<file path="src/rtl/led_matrix_scanner_if.sv">
// CPU-side and display-side signals of the LED matrix scanner.
// The master drives control, frame writes and swap requests; the slave drives the matrix.
interface led_matrix_scanner_if #(
  parameter int unsigned ROWS     = 8,
  parameter int unsigned COLS     = 8,
  parameter int unsigned PWM_BITS = 2
);
   localparam int unsigned RW = $clog2(ROWS);

   logic                en;
   logic [PWM_BITS-1:0] bright;
   logic                wr_en;
   logic [RW-1:0]       wr_row;
   logic [COLS-1:0]     wr_data;
   logic                swap_req;
   logic                swap_ack;
   logic                frame_start;
   logic [ROWS-1:0]     row;
   logic [COLS-1:0]     col;

   modport master (
      output en, bright, wr_en, wr_row, wr_data, swap_req,
      input  swap_ack, frame_start, row, col
   );

   modport slave (
      input  en, bright, wr_en, wr_row, wr_data, swap_req,
      output swap_ack, frame_start, row, col
   );
endinterface

</file>
<file path="src/rtl/led_matrix_scanner.sv">
// Multiplexed dot-matrix scanner with a double-buffered frame store and global PWM brightness.
// Bank swaps happen only at the frame boundary so a displayed frame never tears.
module led_matrix_scanner #(
  parameter int unsigned ROWS     = 8,
  parameter int unsigned COLS     = 8,
  parameter int unsigned DIV      = 4,
  parameter int unsigned PWM_BITS = 2
) (
   input logic                 clk,
   input logic                 reset,
   led_matrix_scanner_if.slave bus
);
   localparam int unsigned RW = $clog2(ROWS);
   localparam int unsigned DW = (DIV > 1) ? $clog2(DIV) : 1;
   localparam logic [DW-1:0] DivMax = DW'(DIV - 1);
   localparam logic [RW-1:0] RowMax = RW'(ROWS - 1);

   logic [COLS-1:0]     mem_q [2][ROWS];
   logic                front_q, front_d;
   logic                pending_q, pending_d;
   logic [DW-1:0]       div_cnt_q, div_cnt_d;
   logic [PWM_BITS-1:0] slot_q, slot_d;
   logic [RW-1:0]       row_idx_q, row_idx_d;
   logic [ROWS-1:0]     row_q, row_d;
   logic [COLS-1:0]     col_q, col_d;
   logic                swap_ack_q, swap_ack_d;
   logic                frame_start_q, frame_start_d;
   logic                tick, slot_wrap, boundary, swap, wr_ok;

   always_comb begin
      tick      = bus.en && (div_cnt_q == DivMax);
      slot_wrap = tick && (slot_q == '1);
      boundary  = slot_wrap && (row_idx_q == RowMax);
      swap      = boundary && (pending_q || bus.swap_req);
      wr_ok     = bus.wr_en && (32'(bus.wr_row) < ROWS);

      div_cnt_d = div_cnt_q;
      slot_d    = slot_q;
      row_idx_d = row_idx_q;
      if (bus.en) begin
         div_cnt_d = tick ? '0 : div_cnt_q + 1'b1;
         if (tick) slot_d = slot_q + 1'b1;
         if (slot_wrap) row_idx_d = boundary ? '0 : row_idx_q + 1'b1;
      end

      front_d    = front_q ^ swap;
      // A request arriving in the boundary cycle is consumed by that same swap.
      pending_d  = (pending_q || bus.swap_req) && !boundary;
      swap_ack_d = swap;

      row_d         = '0;
      col_d         = '1;
      frame_start_d = 1'b0;
      if (bus.en) begin
         row_d = {{(ROWS - 1){1'b0}}, 1'b1} << row_idx_q;
         if (slot_q <= bus.bright) col_d = ~mem_q[front_q][row_idx_q];
         frame_start_d = (row_idx_q == '0) && (slot_q == '0) && (div_cnt_q == '0);
      end
   end

   always_ff @(posedge clk or negedge reset) begin
      if (!reset) begin
         for (int b = 0; b < 2; b++) begin
            for (int r = 0; r < ROWS; r++) mem_q[b][r] <= '0;
         end
         front_q       <= 1'b0;
         pending_q     <= 1'b0;
         div_cnt_q     <= '0;
         slot_q        <= '0;
         row_idx_q     <= '0;
         row_q         <= '0;
         col_q         <= '1;
         swap_ack_q    <= 1'b0;
         frame_start_q <= 1'b0;
      end else begin
         // Back bank is indexed by the pre-swap front, so a write on the swap edge shows next frame.
         if (wr_ok) mem_q[~front_q][bus.wr_row] <= bus.wr_data;
         front_q       <= front_d;
         pending_q     <= pending_d;
         div_cnt_q     <= div_cnt_d;
         slot_q        <= slot_d;
         row_idx_q     <= row_idx_d;
         row_q         <= row_d;
         col_q         <= col_d;
         swap_ack_q    <= swap_ack_d;
         frame_start_q <= frame_start_d;
      end
   end

   assign bus.row         = row_q;
   assign bus.col         = col_q;
   assign bus.swap_ack    = swap_ack_q;
   assign bus.frame_start = frame_start_q;
endmodule

</file>
<file path="src/flat_wrapper.sv">
// flat-port wrapper written by rule: the top's interface ports become plain ports
module led_matrix_scanner_flat 
#(
  parameter int unsigned ROWS     = 8,
  parameter int unsigned COLS     = 8,
  parameter int unsigned DIV      = 4,
  parameter int unsigned PWM_BITS = 2
)
  (clk, reset, bus_en, bus_bright, bus_wr_en, bus_wr_row, bus_wr_data, bus_swap_req, bus_swap_ack, bus_frame_start, bus_row, bus_col);
  led_matrix_scanner_if #(.ROWS(ROWS), .COLS(COLS), .PWM_BITS(PWM_BITS)) bus_i ();
  input logic clk;
  input logic reset;
  input wire logic [$bits(bus_i.en)-1:0] bus_en;
  input wire logic [$bits(bus_i.bright)-1:0] bus_bright;
  input wire logic [$bits(bus_i.wr_en)-1:0] bus_wr_en;
  input wire logic [$bits(bus_i.wr_row)-1:0] bus_wr_row;
  input wire logic [$bits(bus_i.wr_data)-1:0] bus_wr_data;
  input wire logic [$bits(bus_i.swap_req)-1:0] bus_swap_req;
  output wire logic [$bits(bus_i.swap_ack)-1:0] bus_swap_ack;
  output wire logic [$bits(bus_i.frame_start)-1:0] bus_frame_start;
  output wire logic [$bits(bus_i.row)-1:0] bus_row;
  output wire logic [$bits(bus_i.col)-1:0] bus_col;
  assign bus_i.en = bus_en;
  assign bus_i.bright = bus_bright;
  assign bus_i.wr_en = bus_wr_en;
  assign bus_i.wr_row = bus_wr_row;
  assign bus_i.wr_data = bus_wr_data;
  assign bus_i.swap_req = bus_swap_req;
  assign bus_swap_ack = bus_i.swap_ack;
  assign bus_frame_start = bus_i.frame_start;
  assign bus_row = bus_i.row;
  assign bus_col = bus_i.col;
  led_matrix_scanner #(.ROWS(ROWS), .COLS(COLS), .DIV(DIV), .PWM_BITS(PWM_BITS)) u_core (.clk(clk), .reset(reset), .bus(bus_i));
endmodule
</file>
<file path="config.mk">
export PLATFORM = sky130hd
export DESIGN_NAME = led_matrix_scanner_flat
export DESIGN_NICKNAME = d
export VERILOG_FILES = /design/src/rtl/led_matrix_scanner_if.sv /design/src/rtl/led_matrix_scanner.sv /design/src/flat_wrapper.sv
export SDC_FILE = /design/constraint.sdc
export NUM_CORES = 1
export LEC_CHECK = 0
export BUFFER_PORTS_ARGS = -buffer_cell sky130_fd_sc_hd__buf_2
export CORE_UTILIZATION = 38
export DETAILED_ROUTE_END_ITERATION = 10
export GPL_ROUTABILITY_DRIVEN = 0
export GPL_TIMING_DRIVEN = 0
export PLACE_DENSITY = 0.63
export SYNTH_ARGS = -nofsm -noshare
export SYNTH_HDL_FRONTEND = slang
export SYNTH_SLANG_ARGS = --single-unit
</file>
<file path="constraint.sdc">
create_clock -name clk -period 2.29 [get_ports clk]
set_clock_uncertainty 0.1 [all_clocks]
set_input_delay 0.1145 -clock clk [delete_from_list [all_inputs] [get_ports clk]]
set_output_delay 0.1145 -clock clk [all_outputs]
set_load 0.02 [all_outputs]
</file>
# [Word level (Yosys, flattened, before mapping)]
# Cells that the tools add are included.
[op_classes] n_mux=17 shifts=1 add_sub_neg=3 eq_ne=3 reduce_logical=16 n_bitwise=7 magnitude_cmp=7
[op_table] operator="$mux W64" count=4
[op_table] operator="$bwmux W128" count=1
[op_table] operator="$demux W64 S1" count=1
[op_table] operator="$mux W8" count=6
[op_table] operator="$bmux W8 S3" count=1
[op_table] operator="$demux W8 S3" count=1
[op_table] operator="$logic_and A1 B1 Y1" count=9
[op_table] operator="$ge A4 B4 Y1 const B" count=2
[op_table] operator="$not A3 Y4" count=2
[op_table] operator="$not A8 Y8" count=1
[op_table] operator="$shl A1 B3 Y8 const A" count=1
[op_table] operator="$add A2 B1 Y2 const B" count=2
[op_table] operator="$eq A2 B2 Y1 const B" count=2
[op_table] operator="$ge A2 B2 Y1 const B" count=2
[op_table] operator="$logic_not A2 Y1" count=2
[op_table] operator="$lt A4 B1 Y1 const B" count=1
[op_table] operator="$not A1 Y2" count=2
[op_table] operator="$reduce_and A2 Y1" count=2
[op_table] operator="$add A3 B1 Y3 const B" count=1
[op_table] operator="$eq A3 B3 Y1 const B" count=1
[op_table] operator="$logic_not A3 Y1" count=1
[op_table] operator="$mux W3" count=1
[op_table] operator="$le A2 B2 Y1" count=1
[op_table] operator="$lt A2 B1 Y1 const B" count=1
[op_table] operator="other kinds (6)" count=6
[totals] in_bits=18 output_inout_bits=18 register_bits=155 word_cells=79

# [Depth between registers and ports, before layout]
# Gate-level depths: netlist of run 1.
[depth] ltp_word=10 ltp_mapped=6 depth_no_buf=6

# [Least setup slack after synthesis of run 1]
# Ideal clock, no wire load.
[synth_path] path_kind="flip-flop to flip-flop" startpoint="register u_core.front_q" endpoint="register u_core.mem_q[0] (netlist bit)" path_slack_ps=604 path_stages_with_launch=6 period_less_slack_ps=1686 t_arrival_ps=1461 n_path_buf=2 path_cell_list="dfrtp_1 > buf_6 > buf_6 > nand2b_1 > nor2_2 > mux2_2"
[synth_via] elab_chain_cells=7
[synth_lines] element="start: declaration" line="led_matrix_scanner.sv:19" source="logic front_q, front_d;"
[synth_lines] element="start signal: assignment" line="led_matrix_scanner.sv:78" source="front_q <= front_d;"
[synth_lines] element="$not A1 Y1 (*)" line="led_matrix_scanner.sv:77" source="if (wr_ok) mem_q[~front_q][bus.wr_row] <= bus.wr_data;"
[synth_lines] element="$not A1 Y2 (*)" line="led_matrix_scanner.sv:77"
[synth_lines] element="$ge A2 B2 Y1 (not written as such) or $lt A2 B1 Y1 (tied branches)" line="led_matrix_scanner.sv:77"
[synth_lines] element="$logic_and A1 B1 Y1 (not written as such)" line="led_matrix_scanner.sv:77"
[synth_lines] element="$mux W64 (not written as such)" line="led_matrix_scanner.sv:77"
[synth_lines] element="$demux W64 S1 (*)" line="led_matrix_scanner.sv:77"
[synth_lines] element="$bwmux W128 (*)" line="led_matrix_scanner.sv:77"
[synth_lines] element="end signal: indexed assignment" line="led_matrix_scanner.sv:77"
[synth_lines] element="end: declaration" line="led_matrix_scanner.sv:18" source="logic [COLS-1:0] mem_q [2][ROWS];"
# Mark *: on every way between the ends. The rest lies on a longest branch, timed or not.
# A chain may end at the register's enable or synchronous reset.

# [Worst setup path after layout of run 1]
[layout_path] startpoint="register u_core.row_idx_q[1]" endpoint="register u_core.frame_start_q (netlist: u_core.bus.frame_start)"
[layout_via] elab_chain_cells=4
[layout_lines] element="start: declaration" line="led_matrix_scanner.sv:23" source="logic [RW-1:0] row_idx_q, row_idx_d;"
[layout_lines] element="start signal: assignment" line="led_matrix_scanner.sv:82" source="row_idx_q <= row_idx_d;"
[layout_lines] element="$logic_not A3 Y1" line="led_matrix_scanner.sv:57" source="frame_start_d = (row_idx_q == '0) && (slot_q == '0) && (div_cnt_q == '0);"
[layout_lines] element="$logic_and A1 B1 Y1 (2 in series)" line="led_matrix_scanner.sv:57"
[layout_lines] element="$mux W1" line="led_matrix_scanner.sv:54" source="if (bus.en) begin"
[layout_lines] element="net u_core.frame_start_d" line="led_matrix_scanner.sv:27" source="logic frame_start_q, frame_start_d;"
[layout_lines] element="end signal: assignment" line="led_matrix_scanner.sv:86" source="frame_start_q <= frame_start_d;"
[layout_lines] element="end: declaration" line="led_matrix_scanner.sv:27"
# The timed path passes the listed nets, and every way through them passes these cells.

==> results of run 1 <==
==> repair_timing <==
item | in CTS | in global routing
hold buffers | 11 | 0
setup endpoints to repair | 0 | 0
endpoints found under the hold margin | 100 | 0
==> through the flow <==
step / power [mW] / std cells
final: 7.69 / 758
after global routing: 8.03 / 758
after CTS: 7.76 / 758
after detailed placement: 4.63 / 715
after global placement: 4.55 / 714
after floorplan: 4.17 / 451
==> state kept, by name (all words and copies together), names as in the netlist <==
register and cells:
u_core.bus.col 8, u_core.div_cnt_q 2, u_core.bus.row 8, u_core.row_idx_q 3, u_core.mem_q 128, u_core.front_q 1
u_core.bus.swap_ack 1, u_core.pending_q 1, u_core.bus.frame_start 1, u_core.slot_q 2
==> power breakdown <==
part	switching, mW	internal [mW]
combinational	0.703	0.623
clock	1.08	2.03
sequential	0.173	3.08
total	1.96	5.73
==> final cells by class <==
class,count,area [um^2],area share (%)
Sequential cell,155,3890,47.3
Multi-Input combinational cell,263,2890,35.2
Clock buffer,18,429,5.23
Timing Repair Buffer,46,314,3.82
Tap cell,229,287,3.49
Clock inverter,14,225,2.74
Buffer,25,149,1.81
Inverter,8,30.0,0.366
==> kinds of logic after synthesis <==
family	share of synthesized area, %
compound gates	1.74
xor+xnor	0.252
fa+ha+maj	2.16
buf+inv	2.57
flops	55.9
mux	32.4
simple gates	5.00
==> path summary, 6_finish.rpt <==
| path | start | endpoint |
|---|---|---|
| hold / removal | reset | u_core.bus.frame_start$_DFF_PN0_ |
| min in group clk | bus_wr_row[0] | u_core.mem_q[122]$_DFFE_PN0P_ |
| setup / recovery | u_core.row_idx_q[1]$_DFFE_PN0P_ | u_core.bus.frame_start$_DFF_PN0_ |
| setup reg to reg | u_core.row_idx_q[1]$_DFFE_PN0P_ | u_core.bus.frame_start$_DFF_PN0_ |
| max in group asynchronous | reset | u_core.mem_q[36]$_DFFE_PN0P_ |
| hold reg to reg | u_core.mem_q[7]$_DFFE_PN0P_ | u_core.mem_q[7]$_DFFE_PN0P_ |
==> cells in the mapped netlist (2+ instances only) <==
cell      number
and3_1         6
o21ai_0        5
dfrtp_1      147
nand2b_1       3
nor2_1        19
ha_1          12
mux4_2        32
buf_4          5
and2_1         4
dfstp_2        8
buf_2          5
or3_1          3
nand3_1        3
nand3b_1       3
buf_6          4
inv_1          7
mux2i_1        8
clkbuf_1      11
nor2b_1        2
mux2_2       128
nor2_2         9
nand2_1        9
o32a_1         8
==> per-layer routing <==
metal / wire (um) / global-route usage (%) / vias up
li1: - / - / 1774
met1: 6550 / 22.9 / 2162
met2: 7950 / 31.3 / 109
met3: 954 / 4.23 / 17
met4: 202 / 6.90 / 0
met5: 0 / 0 / -
==> worst max-delay path, stage by stage, from the launching register on <==
cell,delay [ns]
dfrtp_1,0.38
clkbuf_1,0.43
clkinv_1,0.50
ha_1,0.37
and2_1,0.16
and3_1,0.18
==> metrics.cfg, run 1 <==
[outcome]
status=finished with violations
violations=design-rule violations

[worst_hold_path]
hp-class=input port to asynchronous set/reset pin

[layout]
layout-drive-gt1-share_pct=49.0
final_cell_mix=147 x dfrtp_1, 128 x mux2_2, 38 x buf_2, 32 x mux4_2, 19 x nor2_1
fillCellCount=1593
antenna_cells=0
finalCoreUtilization_pct=45.7
finalNetCount=546
stdcell_area_um2=8210
area_growth_pct=18.0
layout_commonest_cell=dfrtp_1

[logic_synthesis]
syn_avg_cell_area_um2=15.4
synth_largest_area_cell=dfrtp_1
synth_area_leaders=dfrtp_1 53%, mux2_2 21%, mux4_2 10%
async_flop_share_pct=100
ys_seq_area_share_pct=55.9
ys_warn_count=0
syn_inst=451
syn-num-nets=481
synth_cell_types=33
synthFlopType=dfrtp_1
synth-edff-count=0
synth_top_cell_area_share_pct=52.9
synth-seq-cells=155
synth_area_um2=6960

[route]
drt-initial-drc-count=224
via_per_inst=5.36
drt_wl_total_um=15700
drc_errors=2
drtPass1Iterations=7
num_vias=4062
wl_per_cell_um=20.7
drtAntennaViolNets=0

[floorplanning]
rows=49
die_w_um=137
core_um2=18000
initial_utilization_pct=38.7
die_h_um=137
io_pins=36
die_area_um2=18900

[job]
drv_cap=0

[sta]
final_hold_viol_count=0
tns_ns=0
worst_slack_ns=0.0617
fmax_mhz=449
setup_viol_count_final=0
slew_viol_final=0
min_period_ns=2.23
grt_setup_unrepaired=no
relSlewSlack_pct=57.3
post-route-period-util_pct=97.3
holdWs_ns=0.102
worstMarginPinSlew_ns=0.639

[worst_setup_path]
required_ns=2.50
cp_max_fo=10
start_kind=flop
critPathKind=flop to flop
r2r_slack_ns=0.06
critPathCaptureType=flop
worstPathArrival_ns=2.44
r2r_cells=5

[placed_design]
port-buffer-count=34
post-dp-hpwl_um=10900
pre_cts_slack_ns=0.140
post_dp_cell_area_um2=7450

[clocking]
cts_setup_buffers=0
ctsResizeCount=0
cts_sinks=155
h-tree-depth=4
cts-root-buf=clkbuf_16
cts_buffers=17
cts.path.max_buffers=2
path_clk_slew_ns=0.06
insertion_delay_ns=0.42
cts_tree=done

[power_and_ir_drop]
vdd_drop_max_mv=0.598
p_per_area_nw_per_um2=937
p_leak_nw=3.71

[global_routing]
grt_max_degree=108
first_global_vias=4270
grt_pass1_wl_um=24800
grt_use_total_pct=18.5
grt_antenna_before_repair=0
gr-total-overflow=0

(Power assumes the default switching activity.)
==> inputs of run 2 (changes only) <==
Settings changed: ABC_AREA set to 1.
==> run 2 against run 1 <==
Net effect: worst hold slack got worse by 0.069 ns; first-iteration DRC count rose by 150%; critical path type unchanged; the run now ends clean; sequential power rose by 30%; worst setup slack improved by 0.27 ns; clock power fell by 10%; via count rose by 55%; routed wire length rose by 34%.
==> metrics.cfg, run 2 <==
[logic_synthesis]
synthMuxAreaShare_pct=0
synth-seq-cells=155
synthTopCellsByCount=303 x nand2_1, 147 x dfrtp_1, 132 x inv_1, 119 x o21ai_0, 109 x nand3_1
synth-edff-count=0
async_flop_share_pct=100
syn_avg_cell_area_um2=7.89
synth_top_cell_area_share_pct=49.8
synthAdderAreaFrac_pct=2.03
synth_top_family_by_area=simple AND/OR/NAND/NOR gates
synth_largest_area_cell=dfrtp_1
synth_cell_types=26
synth_area_leaders=dfrtp_1 50%, nand2_1 15%, o21ai_0 8.1%
yosys.area_share.simple_pct=24.2
yosys.area_share.xor_xnor_pct=0.237
synth_area_um2=7390
ys_seq_area_share_pct=52.6
ys_warn_count=0
synth_compound_area_share_pct=10.0
syn_inst=937
syn-num-nets=967
synthFlopType=dfrtp_1
synthMostInstantiatedCell=nand2_1

[global_routing]
first_global_vias=5972
grt_antenna_before_repair=0
gr-total-overflow=0
grt_pass1_wl_um=33400
grt_use_total_pct=22.7
grt_max_degree=86

[layout]
finalCoreUtilization_pct=45.6
instances_no_fill=1274
layout_commonest_cell=nand2_1
largest_reg_flops=128
antenna_cells=0
final_cell_mix=303 x nand2_1, 147 x dfrtp_1, 132 x inv_1, 119 x o21ai_0, 109 x nand3_1
fillCellCount=1933
top_register=u_core.mem_q
area_growth_pct=16.5
layout-drive-gt1-share_pct=11.9
finalNetCount=1031

[clocking]
cts_sinks=155
cts-root-buf=clkbuf_16
h-tree-depth=4
ctsResizeCount=0
cts_buffers=17
path_clk_slew_ns=0.07
insertion_delay_ns=0.44
cts.path.max_buffers=2
cts_setup_buffers=0
cts_tree=done

[power_and_ir_drop]
p_sw_share_pct=39.2
p_switching_mw=4.33
pwr-share-seq_pct=38.4
internal_power_mw=6.70
p_leak_nw=4.29
combPwrFrac_pct=36.2
p_clk_share_pct=25.3
p_per_area_nw_per_um2=1280
vdd_drop_max_mv=0.651

[floorplanning]
io_pins=36
initial_utilization_pct=39.1
rows=50
core_um2=18900
die_h_um=141
die_area_um2=20000
die_w_um=141

[worst_hold_path]
hp-class=input port to flop
hold_depth=3
holdPathEnd=u_core.row_idx_q[0]$_DFFE_PN0P_
hold_start=bus_en

[sta]
holdWs_ns=0.0321
relSlewSlack_pct=46.5
final_hold_viol_count=0
min_period_ns=1.96
grt_setup_unrepaired=no
slew_viol_final=0
worstMarginPinSlew_ns=0.803
fmax_mhz=510
setup_viol_count_final=0
post-route-period-util_pct=85.7

[worst_setup_path]
required_ns=2.54
r2r_cells=7
start_kind=flop
cp-startpoint=u_core.row_idx_q[0]$_DFFE_PN0P_
rr_startpoint=u_core.row_idx_q[0]$_DFFE_PN0P_
r2r_slack_ns=0.33
critPathKind=flop to flop
worstPathArrival_ns=2.21
cp_max_fo=10
critPathCaptureType=flop
timing.rr.end=u_core.bus.col[4]$_DFF_PN1_

[route]
via_per_inst=4.95
drt_wl_total_um=21000
drc_errors=0
wl_per_cell_um=16.5
drt-initial-drc-count=555
num_vias=6304
drtPass1Iterations=5
drtAntennaViolNets=0

[placed_design]
post-dp-hpwl_um=14500
port-buffer-count=34
place_inst=1232

[job]
drv_cap=0

[outcome]
status=finished clean

-- run 2: changes by cell type after synthesis, moves of 32 or more --
cell and change:
mux4_2 -32, o21ai_0 +114, mux2_2 -128, nand2_1 +294
inv_1 +125, nand3_1 +106
-- run 2: worst max-delay path by stage --
stage | cells past startpoint | endpoint
floorplan | 6 | u_core.row_idx_q[1]$_DFFE_PN0P_
global placement | 1 | u_core.mem_q[19]$_DFFE_PN0P_
detailed placement | 7 | u_core.bus.col[4]$_DFF_PN1_
CTS | 7 | u_core.bus.col[4]$_DFF_PN1_
global route | 8 | u_core.bus.col[2]$_DFF_PN1_
finish | 7 | u_core.bus.col[4]$_DFF_PN1_
-- run 2: layout make-up --
type / count / area (um^2) / area share (%)
Timing Repair Buffer: 45 / 308 / 3.58
Multi-Input combinational cell: 592 / 2700 / 31.4
Buffer: 52 / 279 / 3.24
Inverter: 138 / 523 / 6.08
Clock buffer: 21 / 470 / 5.47
Clock inverter: 11 / 113 / 1.31
Sequential cell: 155 / 3890 / 45.2
Tap cell: 260 / 325 / 3.78
-- run 2: repair_timing --
action / in CTS / in global routing
hold buffers: 10 / 0
setup endpoints to repair: 0 / 0
hold endpoints to repair: 120 / 0
-- run 2: power groups by stage --
| stage | Combinational, mW | Sequential (mW) | Clock, mW |
|---|---|---|---|
| 6_report | 4.00 | 4.24 | 2.80 |
| 5_1_grt | 4.50 | 4.35 | 2.95 |
| 4_1_cts | 3.95 | 4.24 | 2.82 |
| 3_5_place_dp | 3.91 | 4.28 | 0 |
| 3_3_place_gp | 3.85 | 4.25 | 0 |
| 2_1_floorplan | 2.58 | 4.30 | 0 |
-- run 2: logic make-up (layout without fill, tap and decap cells) --
| family | count (synthesis) | count (layout) |
|---|---|---|
| compound gates | 142 | 142 |
| xor+xnor | 2 | 2 |
| fa+ha+maj | 12 | 12 |
| buf+inv | 190 | 267 |
| flops | 155 | 155 |
| simple gates | 436 | 436 |
-- run 2: per-stage QoR --
stage	instance area, um^2	setup slack (ns)	total power, mW	TNS, ns
2_1_floorplan	7390	0.746	6.88	0
3_3_place_gp	7890	-1.38	8.10	-204.71
3_5_place_dp	7920	0.362	8.19	0
4_1_cts	8610	0.354	11.0	0
5_1_grt	8610	0.262	11.8	0
6_report	8610	0.328	11.0	0
-- run 2: routing by layer --
metal  GRT usage, %  vias to the layer above  wire, um
met5              0                        -         0
met4           11.1                        0       787
met3           4.72                       49      1680
met2           34.3                      281      9100
met1           30.9                     2927      9450
li1               -                     3047         -
-- run 2: critical path, stage by stage (launching register included) --
cell and delay (ns):
dfrtp_1 0.37, buf_2 0.21, buf_1 0.51, nand3_1 0.26, nand3_1 0.17, nand3_1 0.09, nand2_1 0.11, nand2_1 0.06
